**config.mk**
```make
export PLATFORM = sky130hd
export DESIGN_NAME = mem_bus_arbiter_flat
export DESIGN_NICKNAME = d
export VERILOG_FILES = /design/src/rtl/mem_bus_arbiter_pkg.sv /design/src/rtl/mem_bus_arbiter_if.sv /design/src/rtl/mem_bus_arbiter_burst_ctr.sv /design/src/rtl/mem_bus_arbiter.sv /design/src/flat_wrapper.sv
export SDC_FILE = /design/constraint.sdc
export NUM_CORES = 1
export LEC_CHECK = 0
export CAP_MARGIN = 20
export CORE_AREA = 2 2 120 122
export DETAILED_ROUTE_END_ITERATION = 7
export DIE_AREA = 0 0 122 124
export GPL_TIMING_DRIVEN = 0
export MAX_ROUTING_LAYER = met4
export SYNTH_ARGS = -nofsm -noshare
export SYNTH_HDL_FRONTEND = slang
export SYNTH_SLANG_ARGS = --single-unit
```
**constraint.sdc**
```tcl
create_clock -name clock -period 1.7 [get_ports clock]
set_input_delay 0.17 -clock clock [delete_from_list [all_inputs] [get_ports clock]]
set_output_delay 0.17 -clock clock [all_outputs]
set_load 0.005 [all_outputs]
```
**src/rtl/mem_bus_arbiter_pkg.sv**
```systemverilog
// Shared types for the two-master memory bus arbiter.
// Optional burst cap is compiled in with HFRV_ARB_BURST_LIMIT_EN.
package hfrv_arb_pkg;

    // Bus ownership: CPU_OWN is both the reset state and the park state.
    typedef enum logic [1:0] {
        CPU_OWN,
        DMA_OWN,
        DRAIN
    } arb_state_t;

    // Width of the DMA beat counter (caps runs at up to 255 beats).
    localparam int ARB_BEAT_W = 8;

endpackage

```
**src/rtl/mem_bus_arbiter_if.sv**
```systemverilog
// Bundle of the CPU port, DMA port and bus-mux port around the arbiter.
// Optional burst cap (HFRV_ARB_BURST_LIMIT_EN) does not change this bundle.
//
// Handshake semantics: a beat completes on a rising clock edge when the
// requester holds its request (cpu_access / dma_req), owns the bus
// (CPU while parked, DMA while dma_gnt = 1) and mem_stall = 0. The requester
// keeps address, write data and byte enables stable until that edge. Read
// data is valid the cycle after the beat; for DMA it is qualified by
// dma_rvalid, for the CPU by the absence of cpu_stall on the beat.
interface mem_bus_arbiter_if;

    logic [31:0] cpu_address;
    logic [31:0] cpu_data_out;
    logic [3:0]  cpu_data_w;
    logic        cpu_access;
    logic [31:0] cpu_data_in;
    logic        cpu_stall;

    logic        dma_req;
    logic [31:0] dma_address;
    logic [31:0] dma_wdata;
    logic [3:0]  dma_we;
    logic        dma_gnt;
    logic [31:0] dma_rdata;
    logic        dma_rvalid;

    logic [31:0] mem_address;
    logic [31:0] mem_data_write;
    logic [3:0]  mem_data_we;
    logic [31:0] mem_data_read;
    logic        mem_stall;

    // Arbiter side.
    modport slave (
        input  cpu_address, cpu_data_out, cpu_data_w, cpu_access,
        output cpu_data_in, cpu_stall,
        input  dma_req, dma_address, dma_wdata, dma_we,
        output dma_gnt, dma_rdata, dma_rvalid,
        output mem_address, mem_data_write, mem_data_we,
        input  mem_data_read, mem_stall
    );

    // Environment side: CPU, DMA engine and bus mux.
    modport master (
        output cpu_address, cpu_data_out, cpu_data_w, cpu_access,
        input  cpu_data_in, cpu_stall,
        output dma_req, dma_address, dma_wdata, dma_we,
        input  dma_gnt, dma_rdata, dma_rvalid,
        input  mem_address, mem_data_write, mem_data_we,
        output mem_data_read, mem_stall
    );

endinterface

```
**src/rtl/mem_bus_arbiter_burst_ctr.sv**
```systemverilog
// DMA beat counter with run-length limit compare.
// Present only when HFRV_ARB_BURST_LIMIT_EN is defined.
`ifdef HFRV_ARB_BURST_LIMIT_EN
module arb_burst_ctr
    import hfrv_arb_pkg::*;
#(
    parameter int MAX_BURST = 8
) (
    input  logic clock,
    input  logic reset,
    input  logic beat,
    input  logic clear,
    output logic limit
);

    localparam logic [ARB_BEAT_W-1:0] LIMIT_C = ARB_BEAT_W'(MAX_BURST);

    logic [ARB_BEAT_W-1:0] count_q, count_d, count_inc;

    // Count completed beats; the run boundary (DRAIN) clears the count.
    always_comb begin
        count_inc = count_q + ARB_BEAT_W'(1);
        count_d   = count_q;
        if (clear) begin
            count_d = '0;
        end else if (beat) begin
            count_d = count_inc;
        end
    end

    // The beat that brings the count to the cap ends the run.
    assign limit = beat && (count_inc == LIMIT_C);

    // Counter register.
    always_ff @(posedge clock or negedge reset) begin
        if (!reset) begin
            count_q <= '0;
        end else begin
            count_q <= count_d;
        end
    end

endmodule
`endif

```
**src/rtl/mem_bus_arbiter.sv**
```systemverilog
// Two-master arbiter (CPU + DMA) in front of the memory/peripheral bus mux.
// The bus parks on the CPU; DMA runs end with one DRAIN cycle so the last
// DMA read data is not handed to the CPU. Define HFRV_ARB_BURST_LIMIT_EN to
// cap each DMA run at MAX_BURST beats.
module mem_bus_arbiter
    import hfrv_arb_pkg::*;
#(
    parameter int MAX_BURST = 8
) (
    input  logic             clock,
    input  logic             reset,
    mem_bus_arbiter_if.slave bus,
    output arb_state_t       dbg_state
);

    arb_state_t state_q, state_d;
    logic       cpu_served_q, cpu_served_d;
    logic       rvalid_q, rvalid_d;
    logic       cpu_beat, dma_beat, take_bus, burst_limit;

    assign cpu_beat = (state_q == CPU_OWN) && bus.cpu_access && !bus.mem_stall;
    assign dma_beat = (state_q == DMA_OWN) && bus.dma_req && !bus.mem_stall;

    // The CPU access in the deciding cycle still completes, so a CPU beat
    // happening right now already counts as the CPU having been served.
    assign take_bus = bus.dma_req && !bus.mem_stall &&
                      (!bus.cpu_access || cpu_served_q || cpu_beat);

`ifdef HFRV_ARB_BURST_LIMIT_EN
    arb_burst_ctr #(
        .MAX_BURST(MAX_BURST)
    ) u_burst_ctr (
        .clock(clock),
        .reset(reset),
        .beat (dma_beat),
        .clear(state_q == DRAIN),
        .limit(burst_limit)
    );
`else
    assign burst_limit = 1'b0;
`endif

    // Ownership sequencing: CPU -> DMA costs nothing, DMA -> CPU goes via DRAIN.
    always_comb begin
        state_d = state_q;
        case (state_q)
            CPU_OWN: if (take_bus) state_d = DMA_OWN;
            DMA_OWN: if (!bus.mem_stall && (!bus.dma_req || burst_limit)) state_d = DRAIN;
            DRAIN:   state_d = CPU_OWN;
            default: state_d = CPU_OWN;
        endcase
    end

    // cpu_served is held clear while away so it is clear on every CPU_OWN entry.
    always_comb begin
        cpu_served_d = cpu_served_q;
        if (state_q != CPU_OWN) begin
            cpu_served_d = 1'b0;
        end else if (cpu_beat) begin
            cpu_served_d = 1'b1;
        end
        rvalid_d = dma_beat && (bus.dma_we == 4'b0000);
    end

    // Bus steering and stall/grant generation; the CPU path is a plain mux.
    always_comb begin
        bus.mem_address    = bus.cpu_address;
        bus.mem_data_write = bus.cpu_data_out;
        bus.mem_data_we    = bus.cpu_data_w;
        bus.cpu_stall      = bus.mem_stall;
        bus.dma_gnt        = 1'b0;
        case (state_q)
            DMA_OWN: begin
                bus.mem_address    = bus.dma_address;
                bus.mem_data_write = bus.dma_wdata;
                // No write strobes leak out on a granted cycle without a request.
                bus.mem_data_we    = bus.dma_req ? bus.dma_we : 4'b0000;
                bus.cpu_stall      = bus.cpu_access;
                bus.dma_gnt        = 1'b1;
            end
            DRAIN: begin
                bus.mem_address    = bus.dma_address;
                bus.mem_data_write = bus.dma_wdata;
                bus.mem_data_we    = 4'b0000;
                bus.cpu_stall      = bus.cpu_access;
            end
            default: ;
        endcase
        // Nothing may write or claim the bus while reset is held.
        if (!reset) begin
            bus.mem_data_we = 4'b0000;
            bus.dma_gnt     = 1'b0;
        end
    end

    assign bus.cpu_data_in = bus.mem_data_read;
    assign bus.dma_rdata   = bus.mem_data_read;
    assign bus.dma_rvalid  = rvalid_q;
    assign dbg_state       = state_q;

    // State registers; reset aborts any DMA run and drops a pending rvalid.
    always_ff @(posedge clock or negedge reset) begin
        if (!reset) begin
            state_q      <= CPU_OWN;
            cpu_served_q <= 1'b0;
            rvalid_q     <= 1'b0;
        end else begin
            state_q      <= state_d;
            cpu_served_q <= cpu_served_d;
            rvalid_q     <= rvalid_d;
        end
    end

    // MAX_BURST must fit the 8-bit beat counter.
    max_burst_range_a: assert property (@(posedge clock) (MAX_BURST >= 1) && (MAX_BURST <= 255));

endmodule

```
**src/flat_wrapper.sv**
```systemverilog
// flat-port wrapper written by rule: the top's interface ports become plain ports
module mem_bus_arbiter_flat import hfrv_arb_pkg::*;
#(
    parameter int MAX_BURST = 8
)
  (clock, reset, dbg_state, bus_cpu_address, bus_cpu_data_out, bus_cpu_data_w, bus_cpu_access, bus_cpu_data_in, bus_cpu_stall, bus_dma_req, bus_dma_address, bus_dma_wdata, bus_dma_we, bus_dma_gnt, bus_dma_rdata, bus_dma_rvalid, bus_mem_address, bus_mem_data_write, bus_mem_data_we, bus_mem_data_read, bus_mem_stall);
  mem_bus_arbiter_if bus_i ();
  input  logic clock;
  input  logic reset;
  output arb_state_t dbg_state;
  input wire logic [$bits(bus_i.cpu_address)-1:0] bus_cpu_address;
  input wire logic [$bits(bus_i.cpu_data_out)-1:0] bus_cpu_data_out;
  input wire logic [$bits(bus_i.cpu_data_w)-1:0] bus_cpu_data_w;
  input wire logic [$bits(bus_i.cpu_access)-1:0] bus_cpu_access;
  output wire logic [$bits(bus_i.cpu_data_in)-1:0] bus_cpu_data_in;
  output wire logic [$bits(bus_i.cpu_stall)-1:0] bus_cpu_stall;
  input wire logic [$bits(bus_i.dma_req)-1:0] bus_dma_req;
  input wire logic [$bits(bus_i.dma_address)-1:0] bus_dma_address;
  input wire logic [$bits(bus_i.dma_wdata)-1:0] bus_dma_wdata;
  input wire logic [$bits(bus_i.dma_we)-1:0] bus_dma_we;
  output wire logic [$bits(bus_i.dma_gnt)-1:0] bus_dma_gnt;
  output wire logic [$bits(bus_i.dma_rdata)-1:0] bus_dma_rdata;
  output wire logic [$bits(bus_i.dma_rvalid)-1:0] bus_dma_rvalid;
  output wire logic [$bits(bus_i.mem_address)-1:0] bus_mem_address;
  output wire logic [$bits(bus_i.mem_data_write)-1:0] bus_mem_data_write;
  output wire logic [$bits(bus_i.mem_data_we)-1:0] bus_mem_data_we;
  input wire logic [$bits(bus_i.mem_data_read)-1:0] bus_mem_data_read;
  input wire logic [$bits(bus_i.mem_stall)-1:0] bus_mem_stall;
  assign bus_i.cpu_address = bus_cpu_address;
  assign bus_i.cpu_data_out = bus_cpu_data_out;
  assign bus_i.cpu_data_w = bus_cpu_data_w;
  assign bus_i.cpu_access = bus_cpu_access;
  assign bus_cpu_data_in = bus_i.cpu_data_in;
  assign bus_cpu_stall = bus_i.cpu_stall;
  assign bus_i.dma_req = bus_dma_req;
  assign bus_i.dma_address = bus_dma_address;
  assign bus_i.dma_wdata = bus_dma_wdata;
  assign bus_i.dma_we = bus_dma_we;
  assign bus_dma_gnt = bus_i.dma_gnt;
  assign bus_dma_rdata = bus_i.dma_rdata;
  assign bus_dma_rvalid = bus_i.dma_rvalid;
  assign bus_mem_address = bus_i.mem_address;
  assign bus_mem_data_write = bus_i.mem_data_write;
  assign bus_mem_data_we = bus_i.mem_data_we;
  assign bus_i.mem_data_read = bus_mem_data_read;
  assign bus_i.mem_stall = bus_mem_stall;
  mem_bus_arbiter #(.MAX_BURST(MAX_BURST)) u_core (.clock(clock), .reset(reset), .bus(bus_i), .dbg_state(dbg_state));
endmodule
```
=== After elaboration in Yosys (flattened, before gate mapping) ===
Index checks and enable logic that the tools add are counted.

* Eq/ne operators: 4
* Mux-type cells: 13
* Reduce and logical (&&, ||, !) cells: 19

{| class="wikitable"
|+ Operator list
! kind !! number
|-
| $mux 32 || 2
|-
| $logic_and 1x1->1 || 8
|-
| $mux 4 || 2
|-
| $pmux 4 s2 || 1
|-
| $mux 1 || 5
|-
| $logic_not 4->1 || 1
|-
| $mux 2 || 2
|-
| $pmux 2 s2 || 1
|-
| $reduce_bool 2->1 || 2
|-
| $logic_not 1->1 || 3
|-
| $eq 2x1->1 const B || 1
|-
| $eq 2x2->1 const B || 1
|-
| $logic_not 2->1 || 1
|-
| $logic_or 1x1->1 || 2
|-
| $ne 2x1->1 const B || 1
|-
| $ne 2x2->1 const B || 1
|-
| $reduce_and 2->1 || 1
|-
| $reduce_or 2->1 || 1
|}

* Register bits after elaboration: 4
* Input bits: 173
* Logic and storage cells: 39

=== Logic depth before layout (Yosys ltp) ===
* Word-level depth: 7
* Mapped depth: 6
* Gate-level depth less buffers: 5

=== Least setup slack after synthesis ===
No wires, ideal clock.

* Path kind: flip-flop to output port
* From: reg u_core.state_q[0], in the netlist u_core.dbg_state[0]
* To: out bus_mem_address[10]
* Data arrival time: 1.336 ns
* Data required time: 1.530 ns
* Slack: 0.194 ns
* Cell stages (with the launch flop): 6
* Path through: dfrtp_1 inv_1 ha_1 buf_6 buf_6 mux2_2

* Longest elaborated chain between the ends: 3
* Elaborated cells between the ends (all ways): 4

{| class="wikitable"
|+ Ends and longest elaborated chain
! element !! line !! RTL
|-
| from (decl) || mem_bus_arbiter.sv:16 || <nowiki>arb_state_t state_q, state_d;</nowiki>
|-
| from (signal assigned) || mem_bus_arbiter.sv:108 || <nowiki>state_q <= state_d;</nowiki>
|-
| $eq 2x2->1 / $eq 2x1->1 (equally long branches) || mem_bus_arbiter.sv:72 || <nowiki>case (state_q)</nowiki>
|-
| $reduce_or 2->1 (no source line) (*) || n/a ||
|-
| $mux 32 (*) || mem_bus_arbiter.sv:72 ||
|-
| to (decl) || flat_wrapper.sv:24 || <nowiki>output wire logic [$bits(bus_i.mem_address)-1:0] bus_mem_address;</nowiki>
|}

Mark *: on every way between the ends. The rest lies on a longest branch, timed or not.

=== Worst setup path after layout ===
* From: reg u_core.state_q[0], in the netlist u_core.dbg_state[0]
* To: out bus_mem_data_we[1]

* Longest elaborated chain between the ends: 3
* Elaborated cells between the ends (all ways): 4

{| class="wikitable"
|+ Ends and longest elaborated chain
! element !! line !! RTL
|-
| $eq 2x2->1 / $eq 2x1->1 (equally long branches) || mem_bus_arbiter.sv:72 ||
|-
| $pmux 4 s2 (*) || mem_bus_arbiter.sv:72 ||
|-
| $mux 4 (*) || mem_bus_arbiter.sv:90 || <nowiki>if (!reset) begin</nowiki>
|-
| to (decl) || flat_wrapper.sv:26 || <nowiki>output wire logic [$bits(bus_i.mem_data_we)-1:0] bus_mem_data_we;</nowiki>
|}

Marked as above.

==> results.sh <==
export IMPL_status="complete, but fails checks"
export IMPL_violations="setup timing"
export IMPL_area_delta_synth_final_pct=248
export IMPL_power_share_clock=0.042
export IMPL_fin_cells=671
export IMPL_n_fill_cell=1309
export IMPL_setup_viol=69
export IMPL_power_density_nw_per_um2=1650
export IMPL_vias=2465
export IMPL_synthTopCellsByCount="64 x buf_4, 59 x mux2_2, 9 x buf_6, 6 x mux2_1, 5 x nand2b_1"
export IMPL_clockBufferDepth=2
export IMPL_start_util=0.116
export IMPL_cts_sink_count=3
export IMPL_cts_tree="yes"
export IMPL_ys_warn_count=0
export IMPL_relSlewSlack=0.738
export IMPL_netlist_area_sq_um=1590
export IMPL_multi_input_area_sq_um=1220
export IMPL_grt_pass1_wl_mm=13.3
export IMPL_placedInstanceArea_sq_um=4580
export IMPL_min_period_over_period=1.16
export IMPL_peakVddDrop_mv=0.769
export IMPL_io_buffers=276
export IMPL_cts_root_buf="clkbuf_16"
export IMPL_routed_via_density=3.67
export IMPL_drcViolationCount=0
export IMPL_synth_cell_types=19
export IMPL_ys_ff_latch=3
export IMPL_worst_pin_slew_ps=389
export IMPL_seqPwrFrac=0.013
export IMPL_max_freq_ghz=0.507
export IMPL_ys_seq_area_frac=0.0472
export IMPL_routabilityCongestion=0.726
export IMPL_ys_flop_type="dfrtp_1"
export IMPL_h_tree_depth=1
export IMPL_regArea_sq_um=75.1
export IMPL_drv_cap=0
export IMPL_internal_power_uw=6390
export IMPL_grt_overflow=0
export IMPL_drv_slew=0
export IMPL_row_count=43
export IMPL_setup_ws_ps=-272
export IMPL_path_clk_slew_ps=30
export IMPL_synth_area_leader_cell="mux2_2"
export IMPL_core_sq_um=13700
export IMPL_endpoint_kind="primary output"
export IMPL_clk_latency_ps=230
export IMPL_hpwl_mm=7.53
export IMPL_diodes=0
export IMPL_io_pins=310
export IMPL_leakage_uw=0.00256
export IMPL_synth_most_common_cell="buf_4"
export IMPL_antenna_found_initial=0
export IMPL_skew_ps=2.81
export IMPL_synth_async_reset_ratio=1.00
export IMPL_combPwrFrac=0.945
export IMPL_synth_edf_count=0
export IMPL_synth_area_leaders="mux2_2 42%, buf_4 30%, buf_6 6.4%, dfrtp_1 4.7%, mux2_1 4.2%"
export IMPL_synth_top_area_frac=0.418
export IMPL_syn_inst=168
export IMPL_die_y_um=124
export IMPL_crit_path_start_kind="register"
export IMPL_grt_use_total=0.117
export IMPL_dieWidth_um=122
export IMPL_cts_buffers=3
export IMPL_routed_wl_mm=9.85
export IMPL_grt_max_degree=9
export IMPL_drt_iter0_markers=34
export IMPL_routedWlPerCell_um=14.7
export IMPL_final_core_util=0.404
export IMPL_ant_nets=0
export IMPL_p_sw_uw=2750
export IMPL_dpl_cell_count=624
export IMPL_grt_pass1_vias=2509
export IMPL_drt_first_pass_iters=4
export IMPL_final_area_sq_um=5540
export IMPL_final_layout_size_suffix_gt1_frac=0.538
export IMPL_final_nets=668
export IMPL_synth_nets=344
export IMPL_r2r_slack_ps=50
export IMPL_finalHoldViolations=0
export IMPL_syn_avg_cell_area_sq_um=9.47
export IMPL_dieArea_sq_um=15100
export IMPL_hold_buffers=0
export IMPL_cp_required_ps=1530
export IMPL_worstSetupPathType="register to primary output"
export IMPL_hold_class="primary input to async pin"
export IMPL_rsz0062_at_grt="yes"
export IMPL_switching_share=0.301
export IMPL_period_minus_slack_ps=1970
export IMPL_critPathMaxFanout=6
export IMPL_setup_tns_final_ps=-14480
export IMPL_cp_data_arrival_time_ps=1800
state kept, by name, summed over array words and instances, names as in the netlist:
name,count
u_core.dbg_state,2
u_core.bus.dma_rvalid,1
per-stage QoR:
step	total power, uW	hold slack, ps	worst slack (ps)
after floorplan	2610	-126	194
after global placement	5200	436	-436
after detailed placement	5220	437	-477
after CTS	8960	192	-310
after global routing	9640	212	-371
final	9140	192	-272
logic make-up after synthesis:
logic type	synth area share
buf+inv	0.371
mux	0.470
simple gates	0.0488
compound gates	0.0401
fa+ha+maj	0.0236
flops	0.0472
cells in the final DEF, fill, tap and decap left out, types with 3 or more instances in the layout:
master	netlist	layout
buf_12	0	8
buf_2	0	5
buf_4	64	76
buf_6	9	90
buf_8	0	6
clkbuf_16	0	3
clkdlybuf4s50_1	0	206
dfrtp_1	3	3
mux2_4	1	65
nand2b_4	0	3
nand4_1	4	4
worst max-delay path, cell delays in order, from the launching register on:
cell      delay [ps]
dfrtp_1          370
inv_2             70
ha_4             290
buf_12           150
buf_8            130
buf_6             90
nand4_1          160
a21boi_2         170
buf_2            120
what timing repair did:
item / 4_1_cts / 5_1_grt
setup buffers: 35 / 8
setup endpoints to repair: 70 / 69
gates cloned: 2 / 0
pin swaps: 6 / 2
gates resized for setup: 439 / 18
worst paths after layout:
| path | start | to | depth (start not counted) |
|---|---|---|---|
| min | reset | u_core.bus.dma_rvalid | 1 |
| min reg2reg | u_core.dbg_state[1] | u_core.dbg_state[1] | 2 |
| max in group asynchronous | reset | u_core.dbg_state[1] | 1 |
| min in group clock | bus_dma_req | u_core.bus.dma_rvalid | 3 |
| max reg2reg | u_core.dbg_state[0] | u_core.dbg_state[0] | 7 |
| max | u_core.dbg_state[0] | bus_mem_data_we[1] | 8 |
power by group through the flow:
| stage | clock (uW) | combinational [uW] | sequential, uW |
|---|---|---|---|
| after detailed placement | 0 | 5100 | 121 |
| after floorplan | 0 | 2490 | 117 |
| after global routing | 398 | 9120 | 120 |
| after global placement | 0 | 5080 | 117 |
| after CTS | 390 | 8460 | 114 |
| final | 385 | 8640 | 115 |
per-layer routing:
metal	track usage	vias up	wire, um
li1	-	1167	-
met1	0.119	1107	3370
met2	0.230	186	5290
met3	0.0252	5	1120
met4	0.0201	0	62
met5	-	-	0
final cells by class:
cell class / instances / share of cell area
flip-flops and latches: 3 / 0.0136
clock buffers: 4 / 0.0142
repair buffers: 319 / 0.596
plain buffers: 73 / 0.113
multi-input cells: 90 / 0.221
inverters: 2 / 0.00136
well taps: 180 / 0.0407
Power figures use the tool's default switching activity.
